--- src/rtl/vram_pkg.sv ---
// Shared types and constants for the VRAM arbiter: FSM encoding, frame-store
// address strides and default parameter values.
package vram_pkg;

    typedef enum logic [2:0] {
        IDLE    = 3'd0,
        WR_CMD  = 3'd1,
        WR_DATA = 3'd2,
        RD_CMD  = 3'd3,
        RD_DATA = 3'd4
    } state_t;

    localparam logic [31:0] VRAM_STRIDE = 32'h0040_0000;
    localparam logic [31:0] LINE_STRIDE = 32'h0000_1000;

    localparam logic [31:0] DEF_VRAM_BASE  = 32'h1000_0000;
    localparam int          DEF_WR_LEN     = 16;
    localparam int          DEF_LINE_WORDS = 640;
    localparam int          DEF_TIMEOUT    = 4096;

    localparam int BEAT_W = 10;

endpackage

--- src/rtl/vram_beat_cnt.sv ---
// Beat and timeout counters for one burst; both restart on the memory
// command acknowledge and saturate instead of wrapping.
module vram_beat_cnt
    import vram_pkg::*;
#(
    parameter int TIMEOUT = DEF_TIMEOUT
) (
    input  logic              clk,
    input  logic              reset_n,
    input  logic              start,
    input  logic              run,
    input  logic              beat,
    input  logic [BEAT_W-1:0] len,
    output logic              done,
    output logic              timeout
);

    localparam int TW = $clog2(TIMEOUT + 1);

    logic [BEAT_W-1:0] beat_reg;
    logic [TW-1:0]     tmo_reg;

    always_ff @(posedge clk or negedge reset_n) begin
        if (!reset_n) begin
            beat_reg <= '0;
            tmo_reg  <= '0;
        end else if (start) begin
            beat_reg <= '0;
            tmo_reg  <= '0;
        end else if (run) begin
            if (beat && beat_reg != '1)
                beat_reg <= beat_reg + BEAT_W'(1);
            if (tmo_reg != TW'(TIMEOUT))
                tmo_reg <= tmo_reg + TW'(1);
        end
    end

    // done fires on the final beat itself so the FSM leaves on the next edge
    assign done    = run && beat && (beat_reg == len - BEAT_W'(1));
    assign timeout = run && (tmo_reg == TW'(TIMEOUT - 1));

endmodule

--- src/rtl/vram_arb.sv ---
// Two-requester arbiter in front of a burst memory port: line writes from the
// input buffer and display-line reads, alternating when both are pending.
module vram_arb
    import vram_pkg::*;
#(
    parameter logic [31:0] VRAM_BASE  = DEF_VRAM_BASE,
    parameter int          WR_LEN     = DEF_WR_LEN,
    parameter int          LINE_WORDS = DEF_LINE_WORDS,
    parameter int          TIMEOUT    = DEF_TIMEOUT
) (
    input  logic        clk,
    input  logic        reset_n,
    input  logic        u_wreq,
    output logic        u_wack,
    input  logic [21:0] u_wadr,
    input  logic        u_wr_da_en,
    input  logic [31:0] u_wr_da,
    input  logic        line_req,
    output logic        line_ack,
    input  logic [11:0] line_no,
    input  logic [1:0]  vram_no,
    output logic [31:0] line_data,
    output logic        line_data_en,
    output logic        m_req,
    output logic        m_we,
    output logic [31:0] m_adr,
    output logic [9:0]  m_len,
    input  logic        m_ack,
    output logic [31:0] m_wdata,
    output logic        m_wdata_en,
    input  logic [31:0] m_rdata,
    input  logic        m_rdata_en,
    output logic        busy,
    output logic        err
);

    state_t      state_reg, state_next;
    logic        last_rd_reg;
    logic [31:0] adr_reg;
    logic        u_wack_reg, line_ack_reg;
    logic [31:0] m_wdata_reg, line_data_reg;
    logic        m_wdata_en_reg, line_data_en_reg;
    logic        err_reg;

    logic        grant_wr, grant_rd;
    logic        in_cmd, in_wr_data, in_rd_data, in_data;
    logic        beat, done, timeout;
    logic [BEAT_W-1:0] beat_len;
    logic [31:0] wr_adr, rd_adr;

    assign in_cmd     = (state_reg == WR_CMD) || (state_reg == RD_CMD);
    assign in_wr_data = (state_reg == WR_DATA);
    assign in_rd_data = (state_reg == RD_DATA);
    assign in_data    = in_wr_data || in_rd_data;
    assign beat       = (in_wr_data && u_wr_da_en) || (in_rd_data && m_rdata_en);
    assign beat_len   = in_rd_data ? BEAT_W'(LINE_WORDS) : BEAT_W'(WR_LEN);

    assign wr_adr = VRAM_BASE + {8'd0, u_wadr, 2'b00};
    assign rd_adr = VRAM_BASE + 32'(vram_no) * VRAM_STRIDE + 32'(line_no) * LINE_STRIDE;

    vram_beat_cnt #(
        .TIMEOUT (TIMEOUT)
    ) u_beat_cnt (
        .clk     (clk),
        .reset_n (reset_n),
        .start   (in_cmd && m_ack),
        .run     (in_data),
        .beat    (beat),
        .len     (beat_len),
        .done    (done),
        .timeout (timeout)
    );

    always_comb begin
        state_next = state_reg;
        grant_wr   = 1'b0;
        grant_rd   = 1'b0;
        m_req      = 1'b0;
        m_we       = 1'b0;
        m_len      = '0;
        case (state_reg)
            IDLE: begin
                // read wins a tie unless the previous grant already went to read
                if (line_req && (!u_wreq || !last_rd_reg)) begin
                    grant_rd   = 1'b1;
                    state_next = RD_CMD;
                end else if (u_wreq) begin
                    grant_wr   = 1'b1;
                    state_next = WR_CMD;
                end
            end
            WR_CMD: begin
                m_req = 1'b1;
                m_we  = 1'b1;
                m_len = BEAT_W'(WR_LEN);
                if (m_ack)
                    state_next = WR_DATA;
            end
            RD_CMD: begin
                m_req = 1'b1;
                m_len = BEAT_W'(LINE_WORDS);
                if (m_ack)
                    state_next = RD_DATA;
            end
            WR_DATA, RD_DATA: begin
                if (done || timeout)
                    state_next = IDLE;
            end
            default: state_next = IDLE;
        endcase
    end

    always_ff @(posedge clk or negedge reset_n) begin
        if (!reset_n) begin
            state_reg        <= IDLE;
            last_rd_reg      <= 1'b0;
            adr_reg          <= '0;
            u_wack_reg       <= 1'b0;
            line_ack_reg     <= 1'b0;
            m_wdata_reg      <= '0;
            m_wdata_en_reg   <= 1'b0;
            line_data_reg    <= '0;
            line_data_en_reg <= 1'b0;
            err_reg          <= 1'b0;
        end else begin
            state_reg    <= state_next;
            u_wack_reg   <= grant_wr;
            line_ack_reg <= grant_rd;
            if (grant_wr) begin
                adr_reg     <= wr_adr;
                last_rd_reg <= 1'b0;
            end else if (grant_rd) begin
                adr_reg     <= rd_adr;
                last_rd_reg <= 1'b1;
            end
            if (in_wr_data)
                m_wdata_reg <= u_wr_da;
            m_wdata_en_reg <= in_wr_data && u_wr_da_en;
            if (in_rd_data)
                line_data_reg <= m_rdata;
            line_data_en_reg <= in_rd_data && m_rdata_en;
            if (in_data && timeout && !done)
                err_reg <= 1'b1;
        end
    end

    assign u_wack       = u_wack_reg;
    assign line_ack     = line_ack_reg;
    assign m_adr        = adr_reg;
    assign m_wdata      = m_wdata_reg;
    assign m_wdata_en   = m_wdata_en_reg;
    assign line_data    = line_data_reg;
    assign line_data_en = line_data_en_reg;
    assign busy         = (state_reg != IDLE);
    assign err          = err_reg;

endmodule

--- config.mk ---
export PLATFORM = sky130hd
export DESIGN_NAME = vram_arb
export DESIGN_NICKNAME = d
export VERILOG_FILES = /design/src/rtl/vram_pkg.sv /design/src/rtl/vram_beat_cnt.sv /design/src/rtl/vram_arb.sv
export SDC_FILE = /design/constraint.sdc
export NUM_CORES = 1
export LEC_CHECK = 0
export CAP_MARGIN = 15
export CORE_ASPECT_RATIO = 0.7
export CORE_MARGIN = 2
export CORE_UTILIZATION = 40
export CTS_BUF_LIST = sky130_fd_sc_hd__clkbuf_8
export CTS_CLUSTER_SIZE = 14
export DETAILED_ROUTE_END_ITERATION = 8
export PLACE_DENSITY = 0.84
export SLEW_MARGIN = 20
export SYNTH_ARGS = -nofsm -noshare
export SYNTH_HDL_FRONTEND = slang
export SYNTH_HIERARCHICAL = 1
export SYNTH_SLANG_ARGS = --single-unit
--- constraint.sdc ---
create_clock -name clk -period 6.8 [get_ports clk]
set_clock_uncertainty 0.05 [all_clocks]
set_input_delay 1.36 -clock clk [delete_from_list [all_inputs] [get_ports clk]]
set_output_delay 1.36 -clock clk [all_outputs]
set_load 0.01 [all_outputs]
==> flow_summary.json, run 1 <==
{
  "grt_pass1_vias": 4737,
  "ios": 221,
  "yosysTopAreaCellShare_pct": 52.88,
  "cts.sinks": 120,
  "register_area_mm2": 0.003003,
  "crit_type": "flip-flop to primary output",
  "cts-root-buf": "clkbuf_8",
  "yosys_warnings": 6,
  "die_y_um": 103.7,
  "synth_area_leaders": "dfrtp_1, mux2_2, a21oi_1",
  "tns_ns": 0,
  "placementRows": 36,
  "antenna_found_initial": 0,
  "min_path_type": "flip-flop to flip-flop",
  "final_cells": 907,
  "numCtsBuffers": 17,
  "postCtsHoldBufs": 0,
  "dieWidth_um": 146.4,
  "critical_path.max_fanout": 26,
  "die_area_mm2": 0.01518,
  "ys_top_cells_by_count": "dfrtp_1, mux2_2, a21oi_1",
  "leakage_nw": 3.500,
  "num-fill-cells": 1113,
  "drv_slew": 0,
  "grtUsageMet3_pct": 5.947,
  "layout_min_cycle_time_ns": 3.854,
  "async_reset_ff_share_pct": 100.0,
  "port_buffers": 205,
  "dp_hpwl_um": 10810,
  "place_inst": 875,
  "h-tree-depth": 4,
  "grtUsageMet2_pct": 31.94,
  "outcome": "complete, no violations",
  "drv_cap": 0,
  "layout-drive-gt1-share_pct": 15.06,
  "syn_to_final_growth_pct": 46.49,
  "cts_resized": 0,
  "slew_headroom_pct": 36.32,
  "clkTransAtPathRegs_ns": 0.08,
  "synthFlopType": "dfrtp_1",
  "wl_per_cell_um": 15.67,
  "clockBufferDepth": 2,
  "synth_edf_count": 0,
  "grt_first_pass_wirelength_um": 23240,
  "drt-initial-drc-count": 294,
  "met1_usage_pct": 22.88,
  "cp-start-kind": "flip-flop",
  "track_usage_pct": 18.92,
  "syn-instance-count": 473,
  "busiest_layer": "met2",
  "grt_remaining_overflow": 0,
  "arrival_ns": 2.44,
  "yosysMostFrequentCell": "dfrtp_1",
  "tritoncts": "yes",
  "post_cts_buffers": 0,
  "num_vias": 4533,
  "required_ns": 5.39,
  "tightest_slew_ns": 0.9479,
  "antenna_cells": 0,
  "ys_ff_latch": 120,
  "core_area_mm2": 0.01387,
  "max_freq_mhz": 259.5,
  "synth_cell_type_count": 60,
  "final_core_util_pct": 59.97,
  "multiInputGateArea_mm2": 0.002536,
  "ys_seq_area_share_pct": 52.88,
  "synth_top_area_cell": "dfrtp_1",
  "power.density_mw_per_mm2": 408.6,
  "period_share_pct": 56.68,
  "start_util_pct": 40.94,
  "dr.pass1.iters": 4,
  "via_per_inst": 4.998,
  "antenna_left": 0,
  "grt_max_degree": 63,
  "finalHoldViolCount": 0,
  "avgSynthCellArea_um2": 12.01,
  "routed_wl_um": 14210,
  "endpoint_kind": "primary output",
  "syn_area_mm2": 0.005679,
  "remaining_drc_errors": 0,
  "nets": 817,
  "gp_congestion": 0.8156,
  "rsz0062_at_grt": "no",
  "ir_drop_uv": 237.0,
  "setup_violations": 0,
  "clock_latency_ns": 0.42
}
==> cell type report <==
cell class,instances,share of cell area (%)
clock buffer,17,2.812
clock inverter,15,2.301
inverter,12,0.5414
multi-input combinational,345,30.49
sequential,120,36.10
tap,190,2.858
timing repair buffer,208,24.91
==> layout by cell type, fill, tap and decap left out, types with 7 or more instances in the layout <==
cell             instances
dfrtp_1                120
inv_1                   11
clkdlybuf4s50_1        204
a21oi_1                 34
nand3_1                  7
nand2_1                 11
mux2_2                  58
clkbuf_8                17
nor2_1                  20
a22o_1                  12
nand4_1                  8
o31ai_1                 15
o21ai_0                  7
a311oi_1                13
conb_1                  49
xor2_1                  17
==> per-layer routing <==
layer,share of wire [%],up-vias
li1,-,2136
met4,1.6,0
met5,0,-
met1,42,2205
met3,7.2,19
met2,49,173
==> stage by stage <==
step                      power (mW)  area (um2)  setup slack, ns  hold WS (ns)
after floorplan                1.966        5859            3.836        0.4360
after global placement         2.678        7894            3.317        0.4007
after detailed placement       2.742        7894            3.223        0.4118
after CTS                      3.435        8319            2.935        0.4341
after global routing           3.597        8319            2.758        0.4667
final                          3.399        8319            2.946        0.4321
==> cell families (layout without fill, tap and decap cells) <==
kind of cell,count (synthesis),count (layout),share of synthesized area [%]
AO/OA/AOI/OAI,98,98,12.27
XOR/XNOR,22,22,3.393
adder cells (fa/ha/maj),6,6,1.454
buffers and inverters,56,252,5.640
flip-flops,120,120,52.88
multiplexers,65,65,12.87
other,1,49,0.06603
AND/OR/NAND/NOR,105,105,11.43
==> worst max-delay path: stages, from the launching register on <==
cell and delay [ns]:
dfrtp_1 0.53, nor3_4 0.57, inv_2 0.33, clkdlybuf4s50_1 0.57
==> path summary, 6_finish.rpt <==
kind                            slack, ns  cells after the start         start             to
worst max-delay path                 2.95                      3  state_reg[1]           busy
worst min-delay path                 0.43                      1     m_adr[28]      m_adr[28]
worst max register to register       3.17                     10  state_reg[1]   state_reg[1]
worst min register to register       0.43                      1     m_adr[28]      m_adr[28]
max in group asynchronous            4.50                      2       reset_n  line_data[29]
min in group asynchronous            0.94                      1       reset_n       m_adr[9]
==> power breakdown <==
group          switching [mW]  total (mW)  internal [mW]
Sequential              0.186        1.19           1.01
Combinational           0.651        1.52          0.873
Clock                   0.312       0.683          0.371
Power figures use the tool's default switching activity.
==> run 2, diff against run 1 <==
Clock period 6.8 ns to 3.9 ns, I/O delays scaled along.
==> flow_summary.json, run 2 (synthesis results as in run 1) <==
{
  "outcome": "complete, no violations",
  "leakage_nw": 3.501,
  "hold_slack_ns": 0.4091,
  "grtUsageMet3_pct": 5.595,
  "rsz0062_at_grt": "no",
  "grt_remaining_overflow": 0,
  "timing.rr.start": "state_reg[1]",
  "grt_max_degree": 71,
  "cpLargestDelayFamily": "simple AND/OR/NAND/NOR gates",
  "layout_common_cells": "clkdlybuf4s50_1, dfrtp_1, mux2_2",
  "dp_hpwl_um": 11170,
  "layout_min_cycle_time_ns": 3.362,
  "path_buf_inv": 1,
  "remaining_drc_errors": 0,
  "core_area_mm2": 0.01387,
  "h-tree-depth": 4,
  "cts-root-buf": "clkbuf_8",
  "arrival_ns": 3.63,
  "final_common_cell": "clkdlybuf4s50_1",
  "clkTransAtPathRegs_ns": 0.08,
  "required_ns": 4.17,
  "r2r_end": "state_reg[1]",
  "grtUsageMet2_pct": 32.51,
  "max_freq_mhz": 297.4,
  "num_vias": 4527,
  "cts.sinks": 120,
  "path_cells": "nor3b_4 -> inv_1 -> nor4_1 -> a221oi_1 -> a211oi_1 -> a2111oi_2 -> nor3_1 -> and3b_1 -> nor4_1",
  "setup_violations": 0,
  "layout-drive-gt1-share_pct": 15.18,
  "worst_slack_ns": 0.5380,
  "period_share_pct": 86.20,
  "postCtsHoldBufs": 0,
  "start_util_pct": 40.94,
  "antenna_found_initial": 0,
  "antenna_cells": 0,
  "via_per_inst": 4.986,
  "grt_first_pass_wirelength_um": 23640,
  "busiest_layer": "met2",
  "drt-initial-drc-count": 220,
  "drv_cap": 0,
  "endpoint_kind": "flip-flop",
  "track_usage_pct": 19.57,
  "min_path_type": "input pin to asynchronous set/reset pin",
  "cp-start-kind": "flip-flop",
  "critical_path.max_fanout": 11,
  "tritoncts": "yes",
  "placementRows": 36,
  "final_cell_area_mm2": 0.008343,
  "nets": 818,
  "wl_per_cell_um": 16.13,
  "die_y_um": 103.7,
  "gp_congestion": 0.8294,
  "power.density_mw_per_mm2": 714.0,
  "tns_ns": 0,
  "antenna_left": 0,
  "grt_pass1_vias": 4616,
  "met1_usage_pct": 23.95,
  "max_stage_delay_ns": 0.64,
  "tightest_slew_ns": 0.9431,
  "dr.pass1.iters": 4,
  "cts_resized": 0,
  "clock_latency_ns": 0.42,
  "crit_slowest_cell": "nor4_1",
  "ir_drop_uv": 378.8,
  "post_cts_buffers": 0,
  "finalHoldViolCount": 0,
  "r2r_slack_ns": 0.54,
  "worstRegToRegCells": 9,
  "numCtsBuffers": 17,
  "crit_type": "flip-flop to flip-flop",
  "port_buffers": 205,
  "routed_wl_um": 14650,
  "die_area_mm2": 0.01518,
  "ios": 221,
  "dieWidth_um": 146.4,
  "drv_slew": 0,
  "postPlaceCellArea_mm2": 0.007914,
  "crit_top_cell": "nor4_1",
  "slew_headroom_pct": 36.64,
  "clockBufferDepth": 2,
  "num-fill-cells": 1134,
  "syn_to_final_growth_pct": 46.90,
  "place_ws_ns": 0.6455,
  "total_power_mw": 5.957
}
run 2: worst max-delay path by stage:
stage	from	end	slack [ns]	depth (start not counted)
floorplan	state_reg[1]	state_reg[1]	0.94	11
global placement	state_reg[1]	state_reg[1]	0.93	9
detailed placement	state_reg[1]	state_reg[1]	0.65	9
CTS	state_reg[1]	busy	0.56	3
global route	state_reg[1]	state_reg[1]	0.25	9
finish	state_reg[1]	state_reg[1]	0.54	9
run 2: per-stage QoR:
| step | instances | utilization, % |
|---|---|---|
| after floorplan | 521 | - |
| after global placement | 876 | 57.04 |
| after detailed placement | 876 | 57.04 |
| after CTS | 908 | 60.14 |
| after global routing | 908 | 60.14 |
| final | 908 | 60.14 |
run 2: final cells by class:
cell class                 count  area (um2)  area share, %
sequential                   120        3003          35.99
inverter                      12       45.04         0.5399
clock buffer                  19       261.5          3.134
multi-input combinational    345        2536          30.40
tap                          190       237.7          2.849
clock inverter                13       167.7          2.010
timing repair buffer         209        2092          25.08
run 2: power by group:
part / leakage [nW] / total (mW) / switching (mW) / internal, mW
clock network: 0.201 / 1.19 / 0.521 / 0.671
logic: 1.81 / 2.67 / 1.14 / 1.53
registers: 1.49 / 2.09 / 0.340 / 1.75
run 2: metal layers:
metal  share of wire (%)  vias to the layer above
met5                   0                        -
met4                 1.9                        0
met3                 7.0                       21
met2                  50                      179
met1                  41                     2192
li1                    -                     2135
==> run 3, diff against run 2 <==
Settings changed: ABC_AREA from default to 1, PLACE_DENSITY 0.84 to 0.83, SKIP_CTS_REPAIR_TIMING from default to 1.
==> flow_summary.json, run 3 <==
{
  "endpoint_kind": "primary output",
  "crit_type": "flip-flop to primary output",
  "dieWidth_um": 150.7,
  "finalHoldViolCount": 0,
  "die_y_um": 106.7,
  "cp-start-kind": "flip-flop",
  "arrival_ns": 2.13,
  "clockBufferDepth": 2,
  "async_reset_ff_share_pct": 100.0,
  "numCtsBuffers": 17,
  "grt_first_pass_wirelength_um": 24900,
  "yosysMostFrequentCell": "nand2_1",
  "final_common_cell": "nand2_1",
  "core_area_mm2": 0.01472,
  "num-fill-cells": 1284,
  "final_cells": 1137,
  "outcome": "complete, no violations",
  "period_share_pct": 75.99,
  "max_freq_mhz": 337.4,
  "remaining_drc_errors": 0,
  "path_cells": "inv_1 -> nor2_1 -> inv_1 -> nor2_1 -> clkdlybuf4s50_1",
  "clock_latency_ns": 0.43,
  "ios": 221,
  "syn-instance-count": 705,
  "tightest_slew_ns": 0.8010,
  "syn_to_final_growth_pct": 43.96,
  "max_stage_delay_ns": 0.62,
  "wl_per_cell_um": 13.68,
  "dr.pass1.iters": 5,
  "yosysTopAreaCellShare_pct": 49.83,
  "placementRows": 37,
  "critical_path.max_fanout": 4,
  "synth_top_area_cell": "dfrtp_1",
  "multiInputGateArea_mm2": 0.002644,
  "gp_congestion": 0.8887,
  "ys_seq_area_share_pct": 49.83,
  "synth_edf_count": 0,
  "synth_area_leaders": "dfrtp_1, nand2_1, mux2_4",
  "layout_min_cycle_time_ns": 2.964,
  "ir_drop_uv": 330.1,
  "start_util_pct": 40.93,
  "rsz0062_at_grt": "no",
  "cts.sinks": 120,
  "antenna_cells": 0,
  "avgSynthCellArea_um2": 8.547,
  "yosys_warnings": 6,
  "antenna_left": 0,
  "crit_slowest_cell": "clkdlybuf4s50_1",
  "grt_remaining_overflow": 0,
  "worstRegToRegCells": 16,
  "grt_max_degree": 62,
  "synth_cell_type_count": 35,
  "drt-initial-drc-count": 442,
  "tns_ns": 0,
  "routed_wl_um": 15560,
  "ys_top_cells_by_count": "nand2_1, dfrtp_1, inv_1",
  "leakage_nw": 4.123,
  "via_per_inst": 4.652,
  "antenna_found_initial": 0,
  "cpLargestDelayFamily": "buffers and inverters",
  "slew_headroom_pct": 46.41,
  "dp_hpwl_um": 11590,
  "path_depth": 5,
  "ys_ff_latch": 120,
  "track_usage_pct": 19.69,
  "clkTransAtPathRegs_ns": 0.08,
  "layout_common_cells": "nand2_1, clkdlybuf4s50_1, dfrtp_1",
  "drv_cap": 0,
  "grt_pass1_vias": 5049,
  "power.density_mw_per_mm2": 718.5,
  "syn_area_mm2": 0.006026,
  "nets": 1042,
  "h-tree-depth": 4,
  "num_vias": 5289,
  "min_path_type": "input pin to asynchronous set/reset pin",
  "place_inst": 1105,
  "tritoncts": "yes",
  "synthFlopType": "dfrtp_1",
  "die_area_mm2": 0.01608,
  "cts-root-buf": "clkbuf_8",
  "register_area_mm2": 0.003003,
  "setup_violations": 0,
  "path_buf_inv": 3,
  "required_ns": 3.07,
  "total_power_mw": 6.233,
  "drv_slew": 0,
  "port_buffers": 205,
  "layout-drive-gt1-share_pct": 9.342
}
[run 3: final timing paths]
kind | startpoint | to | slack [ns]
worst max-delay path | state_reg[0] | m_len[9] | 0.94
worst min-delay path | reset_n | line_data[5] | 0.36
worst max register to register | state_reg[1] | state_reg[1] | 1.11
worst min register to register | line_data[8] | line_data[8] | 0.43
max in group asynchronous | reset_n | last_rd_reg | 2.63
min in group clk | line_data[8] | line_data[8] | 0.43
[run 3: power by group]
part           switching (mW)  internal (mW)  leakage, nW
clock network           0.556          0.713        0.224
registers               0.321           1.77         1.49
logic                    1.38           1.50         2.41
total                    2.26           3.98         4.12
[run 3: cell families (layout without fill, tap and decap cells)]
group	Yosys count	after routing	synth area share, %
AO/OA/AOI/OAI	33	33	2.949
other	1	34	0.06223
adder cells (fa/ha/maj)	6	6	1.370
buffers and inverters	100	304	8.347
AND/OR/NAND/NOR	404	404	28.90
multiplexers	32	32	7.226
XOR/XNOR	9	9	1.308
flip-flops	120	120	49.83
[run 3: cell type report]
class | instances | share of cell area, %
sequential | 120 | 34.62
multi-input combinational | 518 | 30.48
timing repair buffer | 210 | 24.20
tap | 195 | 2.813
clock buffer | 17 | 2.697
inverter | 62 | 2.683
clock inverter | 15 | 2.510
[run 3: through the flow]
| stage | instance area, um2 | hold slack (ns) | setup WS (ns) | util [%] |
|---|---|---|---|---|
| final | 8675 | 0.3601 | 0.9363 | 58.92 |
| after global placement | 8223 | 0.4043 | 1.034 | 55.86 |
| after CTS | 8675 | 0.3745 | 0.9111 | 58.92 |
| after global routing | 8675 | 0.4060 | 0.8086 | 58.92 |
| after detailed placement | 8223 | 0.4142 | 1.003 | 55.86 |
| after floorplan | 6150 | 0.4305 | 1.848 | - |
[run 3: per-layer routing]
| metal | vias to the layer above | global-route usage, % | part of all wire [%] |
|---|---|---|---|
| met5 | - | 0 | 0 |
| li1 | 2619 | - | - |
| met3 | 15 | 6.340 | 9.4 |
| met1 | 2441 | 26.93 | 45 |
| met2 | 214 | 29.81 | 45 |
| met4 | 0 | 6.142 | 1.3 |
[run 3: worst register-to-register path, delay by kind of cell (launching register included)]
family,cells,cell delay (ns)
AOI/OAI and AO/OA,1,0.42
DFF,1,0.46
buffers and inverters,1,0.09
and+or+nand+nor,14,1.66
